==> config.mk <==
export PLATFORM = sky130hd
export DESIGN_NAME = apb_spi_xip_reader
export DESIGN_NICKNAME = d
export VERILOG_FILES = /design/src/rtl/apb_spi_xip_reader.sv
export SDC_FILE = /design/constraint.sdc
export NUM_CORES = 1
export LEC_CHECK = 0
export ABC_CLOCK_PERIOD_IN_PS = 2450
export BUFFER_PORTS_ARGS = -buffer_cell sky130_fd_sc_hd__buf_2
export CAP_MARGIN = 20
export CORE_UTILIZATION = 53
export CTS_CLUSTER_DIAMETER = 50
export DETAILED_ROUTE_END_ITERATION = 12
export PLACE_DENSITY = 0.79
export SLEW_MARGIN = 20
export SYNTH_ARGS = -nofsm -noshare
export SYNTH_HDL_FRONTEND = slang
export SYNTH_SLANG_ARGS = --single-unit
==> constraint.sdc <==
create_clock -name clock -period 2.45 [get_ports clock]
set_clock_uncertainty 0.15 [all_clocks]
set_input_delay 0.3675 -clock clock [delete_from_list [all_inputs] [get_ports clock]]
set_output_delay 0.3675 -clock clock [all_outputs]
set_load 0.01 [all_outputs]
==> src/rtl/apb_spi_xip_reader.sv <==
// apb_spi_xip_reader: APB read window onto SPI NOR flash using native READ (0x03).
// Define XIP_LINE_BUF_EN to add a single-line multi-word read buffer.
module apb_spi_xip_reader #(
    parameter logic [31:0] FLASH_BASE = 32'h3000_0000,
    parameter int ADDR_BITS  = 24,
    parameter int CLK_DIV    = 1,
    parameter int SS_NUM     = 8,
    parameter int SS_IDX     = 0,
    parameter int LINE_WORDS = 4
) (
    input  logic              clock,
    input  logic              reset,
    input  logic [31:0]       in_paddr,
    input  logic              in_psel,
    input  logic              in_penable,
    input  logic              in_pwrite,
    input  logic [2:0]        in_pprot,
    input  logic [31:0]       in_pwdata,
    input  logic [3:0]        in_pstrb,
    output logic              in_pready,
    output logic [31:0]       in_prdata,
    output logic              in_pslverr,
    input  logic              xip_flush,
    output logic              spi_sck,
    output logic [SS_NUM-1:0] spi_ss,
    output logic              spi_mosi,
    input  logic              spi_miso
);
`ifdef XIP_LINE_BUF_EN
    localparam int W = LINE_WORDS;
`else
    localparam int W = 1;
    localparam int unused_line_words = LINE_WORDS;
`endif
    localparam int TXW = 8 + ADDR_BITS;
    localparam int DW = (CLK_DIV > 1) ? $clog2(CLK_DIV) : 1;
    localparam logic [ADDR_BITS-1:0] AMASK = ~ADDR_BITS'(4 * W - 1);

    typedef enum logic [2:0] {IDLE, CMD, ADDR, DATA, RESP} state_t;
    state_t state, state_nx;

    logic [DW-1:0]        div_cnt;
    logic [5:0]           bit_cnt;
    logic [3:0]           word_cnt;
    logic [3:0]           widx;
    logic [TXW-1:0]       tx_sr;
    logic [31:0]          rx_sr;
    logic [31:0]          rdata;
    logic                 sck_q;
    logic                 ss_q;
    logic                 tail;

    logic                 access;
    logic                 in_range;
    logic                 err;
    logic                 hit;
    logic                 start;
    logic                 busy;
    logic                 half;
    logic                 rise;
    logic                 fall;
    logic                 seg_last;
    logic                 word_end;
    logic [ADDR_BITS-1:0] line_addr;
    logic [31:0]          rx_word;
    logic [31:0]          hit_word;

    assign access    = in_psel && in_penable && state == IDLE;
    assign in_range  = (64'(in_paddr) >> ADDR_BITS) == (64'(FLASH_BASE) >> ADDR_BITS);
    assign err       = access && (in_pwrite || !in_range);
    assign start     = access && !err && !hit;
    assign line_addr = in_paddr[ADDR_BITS-1:0] & AMASK;
    assign busy      = state == CMD || state == ADDR || state == DATA;
    assign half      = div_cnt == DW'(CLK_DIV - 1);
    assign rise      = busy && !tail && !sck_q && half;
    assign fall      = busy && !tail && sck_q && half;
    assign word_end  = state == DATA && fall && seg_last;
    // first flash byte of a word lands in its least significant byte
    assign rx_word   = {rx_sr[7:0], rx_sr[15:8], rx_sr[23:16], rx_sr[31:24]};

    always_comb begin
        seg_last = 1'b0;
        unique case (state)
            CMD:     seg_last = bit_cnt == 6'd7;
            ADDR:    seg_last = bit_cnt == 6'(ADDR_BITS - 1);
            DATA:    seg_last = bit_cnt == 6'd31;
            default: seg_last = 1'b0;
        endcase
    end

    always_comb begin
        state_nx = state;
        unique case (state)
            IDLE:    if (access && !err) state_nx = hit ? RESP : CMD;
            CMD:     if (fall && seg_last) state_nx = ADDR;
            ADDR:    if (fall && seg_last) state_nx = DATA;
            DATA:    if (tail) state_nx = RESP;
            RESP:    state_nx = IDLE;
            default: state_nx = IDLE;
        endcase
    end

    assign in_pready  = err || (state == RESP && in_psel);
    assign in_pslverr = err;
    assign in_prdata  = (state == RESP && in_psel) ? rdata : 32'd0;
    assign spi_sck    = sck_q;
    assign spi_mosi   = tx_sr[TXW-1];
    assign spi_ss     = ~(SS_NUM'(!ss_q) << SS_IDX);

    always_ff @(posedge clock) begin
        if (reset) begin
            state    <= IDLE;
            div_cnt  <= '0;
            bit_cnt  <= '0;
            word_cnt <= '0;
            widx     <= '0;
            tx_sr    <= '1;
            rx_sr    <= '0;
            rdata    <= '0;
            sck_q    <= 1'b0;
            ss_q     <= 1'b1;
            tail     <= 1'b0;
        end else begin
            state <= state_nx;
            if (hit) rdata <= hit_word;
            if (start) begin
                tx_sr    <= {8'h03, line_addr};
                ss_q     <= 1'b0;
                div_cnt  <= '0;
                bit_cnt  <= '0;
                word_cnt <= '0;
                tail     <= 1'b0;
                widx     <= in_paddr[5:2] & 4'(W - 1);
            end else if (busy && !tail) begin
                div_cnt <= half ? '0 : div_cnt + 1'b1;
                if (half) sck_q <= !sck_q;
                if (rise) rx_sr <= {rx_sr[30:0], spi_miso};
                if (fall) begin
                    tx_sr   <= {tx_sr[TXW-2:0], 1'b1};
                    bit_cnt <= seg_last ? '0 : bit_cnt + 1'b1;
                end
                if (word_end) begin
                    word_cnt <= word_cnt + 1'b1;
                    if (word_cnt == widx) rdata <= rx_word;
                    if (word_cnt == 4'(W - 1)) tail <= 1'b1;
                end
            end else if (tail) begin
                // one SCK-low cycle after the last fall, then release CS
                ss_q <= 1'b1;
                tail <= 1'b0;
            end
        end
    end

`ifdef XIP_LINE_BUF_EN
    localparam int IW = (W > 1) ? $clog2(W) : 1;
    logic [W-1:0][31:0]   line_q;
    logic [ADDR_BITS-1:0] tag_q;
    logic                 valid_q;
    logic                 flushed;
    logic                 unused_ok;

    assign hit = access && !err && valid_q && tag_q == line_addr && !xip_flush;
    assign hit_word = line_q[IW'(in_paddr[5:2] & 4'(W - 1))];
    assign unused_ok = ^{in_pprot, in_pwdata, in_pstrb};

    always_ff @(posedge clock) begin
        if (reset) begin
            line_q  <= '0;
            tag_q   <= '0;
            valid_q <= 1'b0;
            flushed <= 1'b0;
        end else begin
            if (start) begin
                tag_q   <= line_addr;
                valid_q <= 1'b0;
                flushed <= 1'b0;
            end
            if (word_end) line_q[IW'(word_cnt)] <= rx_word;
            if (state == DATA && tail) valid_q <= !flushed && !xip_flush;
            if (xip_flush) begin
                valid_q <= 1'b0;
                if (busy) flushed <= 1'b1;
            end
        end
    end
`else
    logic unused_ok;

    assign hit = 1'b0;
    assign hit_word = '0;
    assign unused_ok = ^{in_pprot, in_pwdata, in_pstrb, xip_flush};
`endif

endmodule

# == Yosys cells after proc, flatten, opt, wreduce, memory -nomap -nowiden ==
# Index checks and enable logic that the tools add are counted.
# W data, S select, Z words.
# word_totals
in_bits,78
output_inout_bits,44
register_bits,113
wordCells,84
# op_classes
n_mux,15
n_eq_ne,13
bitwise_logic,4
n_addsub,3
n_reduce_logical,38
# ops
op,n
$mux W32,4
$logic_and A1 B1 Y1,13
$eq A6 B5 Y1 const B,2
$mux W3,4
$pmux W3 S4,1
$reduce_and A2 Y1,5
$eq A8 B6 Y1 const B,1
$not A1 Y8,1
$reduce_and A4 Y1,2
$add A6 B1 Y6 const B,1
$eq A3 B2 Y1 const B,2
$eq A6 B3 Y1 const B,1
$mux W6,1
$ne A2 B2 Y1 const B,3
$reduce_and A3 Y1,2
$reduce_bool A2 Y1,3
$logic_not A1 Y1,5
$add A4 B1 Y4 const B,1
$logic_not A4 Y1,1
$logic_or A1 B1 Y1,4
$mux W1,4
$ne A2 B1 Y1 const B,2
$eq A3 B1 Y1 const B,1
$eq A3 B3 Y1 const B,1
other kinds (6),8

# == Depth between registers and ports, before layout ==
# logic_depth
ltp_word,9
depth_mapped,8
mapped_depth_nobuf,5

# == Worst setup path after synthesis ==
# No wires, ideal clock.
# synth_timing
kind,reg-to-reg
start,register state[1]
end,register rdata[10]
period_less_slack_ns,1.906
stages_incl_launch_ff,8
arrival_time_ns,1.624
required_ns,2.168
setup_time_ns,0.132
path_slack_ns,0.544
cell_sequence,dfxtp_1 > buf_4 > nand3b_4 > or4b_4 > buf_6 > buf_6 > o31ai_1 > a21oi_1
# synth_between
elab_chain_cells,9
elab_cells_between_ends,18
cone_classes,3 x eq/ne; 1 x mux; 1 x bitwise; 13 x reduce/logical
# synth_lines
item,line,source
start: declaration,40,"state_t state, state_nx;"
start signal: assignment,124,state <= state_nx;
$eq A3 B1 Y1 / $eq A3 B2 Y1 (equally long branches),"73, 83",
$logic_or A1 B1 Y1 (2 in series),73,assign busy = state == CMD || state == ADDR || state == DATA;
$logic_and A1 B1 Y1,"76, 134",
$logic_and A1 B1 Y1 (2 in series),76,assign fall = busy && !tail && sck_q && half;
$logic_and A1 B1 Y1 (2 in series),77,assign word_end = state == DATA && fall && seg_last;
$reduce_and A4 Y1 (no source line) (*),n/a,
end signal: assignment,125,if (hit) rdata <= hit_word;
end signal: assignment,144,if (word_cnt == widx) rdata <= rx_word;
end: declaration,48,logic [31:0] rdata;
# Mark *: on every way between the ends. The rest lies on a longest branch, timed or not.
# A chain may end at the register's enable or synchronous reset.

# == Worst setup path in the final report ==
# layout_timing
start,register state[1]
end,output in_pready
# layout_between
elab_chain_cells,4
elab_cells_between_ends,6
cone_classes,1 x eq/ne; 5 x reduce/logical
# layout_lines
item,line,source
$logic_not A3 Y1,68,assign access = in_psel && in_penable && state == IDLE;
$logic_and A1 B1 Y1,68,
$logic_and A1 B1 Y1,70,assign err = access && (in_pwrite || !in_range);
$logic_or A1 B1 Y1 (*),103,assign in_pready = err || (state == RESP && in_psel);
end: declaration,20,"output logic in_pready,"
# Marked as above.

==> implementation parameters <==
Parameter                              Value

Timing
  Remaining max-slew budget at the tightest pin    53.3%
  Maximum frequency from static timing analysis    438 MHz
  Final Hold Viols    0
  Setup TNS    0 ns
  Transition time at the pin with the least slew margin    0.698 ns
  Fin. max-slew vios    0
  Fin crit share    93.1%
  Time the worst path needs with I/O delays and setup    2.28 ns
  Final setup viols    0
  Setup repair after global routing missed its margin    no

Drt
  Drc violations    4
  First DRT Iteration DRCs    273
  Post-Route WL    11,000 um
  Wirelength per Cell    14.9 um
  Routed via count divided by cell count    6.09
  Post-detailed-route count of antenna-violating nets    0
  Router iterations before antenna repair    9
  Total vias in the final route    4,526

Synthesis
  Cell area after synthesis    0.00492 mm^2
  Fraction of synthesis flops using an asynchronous set or reset pin    0%
  Sequential cell area fraction in the yosys report    45.6%
  Count of mapped cells out of synthesis    594
  Average instance area after synthesis    8.28 um^2
  Synth warn    0
  Library cells used by synthesis    46
  Yosys reg bits    112
  Number of enable flip-flop cells after synthesis    0
  Prevailing post-synth register cell    dfxtp_1

Worst setup path
  CP endpoint kind    output port
  Arrival time at the worst endpoint    1.76 ns
  Crit-path slowest cell    dfxtp_2
  Critical path data required time    1.93 ns
  Category of the worst setup path launch point    flip-flop
  Largest fanout on the critical path    9
  Ordered list of cells on the worst path    buf_4 > nor3b_4 > nand3b_1 > nor2_2 > a21o_1 > buf_2
  Path type of the worst setup path    flip-flop to output port
  Worst path max stage delay    0.39 ns

Clocking
  H-tree lvl count    3
  Root Buffer    clkbuf_8
  Clock tree from TritonCTS    yes
  Worst skew pair latency    0.37 ns
  Clock sink count    112
  CTS buffer count    9
  Number of gates resized after cts    0
  Buffers from clock root to sink, at most    2
  Clock-pin slew on the worst setup and hold paths    0.10 ns
  Number of buffers inserted for hold repair after clock tree synthesis    0
  Post-CTS setup-driven buffer insertion count    0

Cells and area
  Area added between synthesis and finish    11.6%
  Most frequent cells in the layout    111 x dfxtp_1, 102 x nand2_1, 76 x a21oi_1
  Fraction of final layout cells sized beyond drive strength 1    18.7%
  Antenna diode count    0
  Final design instance area without fill    0.00549 mm^2
  Layout Utilization    62.0%
  Total number of nets in the final design    711
  Fill cell count    769
  Most common library cell in the layout ignoring fill and taps    dfxtp_1

Pwr
  Overall Power    3.02 mW
  Leakage power summed over all cells    2.30 nW
  Pwr dens    551 mW/mm^2
  Power dissipated by switching net loads    0.678 mW
  Fraction of power consumed by sequential logic    60.2%
  Net switching share of the total power    22.4%
  Internal power contribution    2.34 mW
  Maximum vdd drop    0.383 mV
  Share of total power in the clock network    36.4%
  Share of power burned in combinational logic    3.4%

Placement
  Weighted congestion at the end of routability-driven global placement    0.809
  Placement-stage cell area    0.00528 mm^2
  PortBufs    72
  Half-perimeter wire length of the detailed placement result    7010 um

Die
  Num ports    122
  Number of placement rows    34
  Vertical die dimension    98.3 um
  Floorplan die area    0.00967 mm^2
  Initial Utilization    55.6%
  Chip Width    98.3 um
  Core area    0.00885 mm^2

Global route
  Initial antenna violation count    0
  GRT overflow    0
  Via count of the first global-routing pass    4,085
  Largest net degree at the start of global routing    69
  Wire length of the first global-routing pass    18,800 um
  Global-route usage over all layers    23.5%

Status
  Status    finished with violations
  Failing checks    DRC

Flow run
  Number of max-cap violations    0

Min path
  Worst min-delay path class    input pin to flip-flop
## synth_stat cells, drive strengths merged (12+ instances only)
| cell type | number | area [um^2] |
|---|---|---|
| dfxtp | 112 | 2240 |
| nand2 | 102 | 383 |
| a21oi | 76 | 380 |
| clkbuf | 49 | 184 |
| nand4 | 38 | 238 |
| and3 | 36 | 225 |
| nand3 | 35 | 175 |
| o31ai | 34 | 255 |
| buf | 24 | 169 |
| a221oi | 22 | 193 |
| nor2 | 12 | 45.0 |
## registers in the layout, indices dropped and copies added, names as in the netlist
signal / flops
state: 3
rx_sr: 32
tail: 1
bit_cnt: 6
ss_q: 1
spi_sck: 1
word_cnt: 4
tx_sr: 32
rdata: 32
## area by class of cell
class                      instances  area, um^2  area share, %
sequential                       112        2240           40.9
inverter                           4        15.0          0.274
clock inverter                     5        66.3           1.21
tap                              108         135           2.46
timing repair buffer              92         539           9.82
multi-input combinational        411        2360           43.0
clock buffer                      11         131           2.39
## power by group through the flow
stage | registers, mW | logic (mW) | clock network, mW
floorplan | 1.86 | 0.0643 | 0
global placement | 1.86 | 0.0997 | 0
detailed placement | 1.86 | 0.101 | 0
CTS | 1.82 | 0.101 | 1.12
global route | 1.82 | 0.113 | 1.19
finish | 1.82 | 0.102 | 1.10
## metal layers
layer	vias up	part of all wire [%]	global-route usage [%]
met5	-	0	0
met4	0	1.3	8.15
met3	12	5.3	2.93
met2	145	48	38.7
met1	2156	45	32.0
li1	2213	-	-
## logic make-up (layout without fill, tap and decap cells)
kind of cell	after synthesis	after routing	synth area share, %
flops	112	112	45.6
mux	1	1	0.204
simple gates	250	250	26.3
xor+xnor	6	6	1.07
compound gates	144	144	18.5
other cells	1	7	0.0763
buf+inv	77	112	7.48
fa+ha+maj	3	3	0.763
## per-stage QoR
stage / setup slack (ns) / hold slack [ns] / std cells
2_1_floorplan: 0.544 / 0.281 / 600
3_3_place_gp: 0.281 / 0.286 / 727
3_5_place_dp: 0.232 / 0.295 / 727
4_1_cts: 0.0445 / 0.0534 / 743
5_1_grt: 0.0633 / 0.0561 / 743
6_report: 0.169 / 0.0605 / 743
## critical path, delay by kind of cell, from the launching register on
kind,cells,cell delay (ns)
AOI/OAI and AO/OA,1,0.10
buffers and inverters,2,0.29
DFF,1,0.39
and+or+nand+nor,3,0.62
## worst paths after layout
path	cells past startpoint	start	endpoint	slack, ns
worst max register to register	4	state[0]	rdata[31]	0.24
worst max-delay path	6	state[1]	in_pready	0.17
worst min register to register	2	tx_sr[31]	tx_sr[31]	0.31
worst min-delay path	3	in_paddr[17]	tx_sr[17]	0.06
Note: power is estimated with default switching activity, not from simulation.
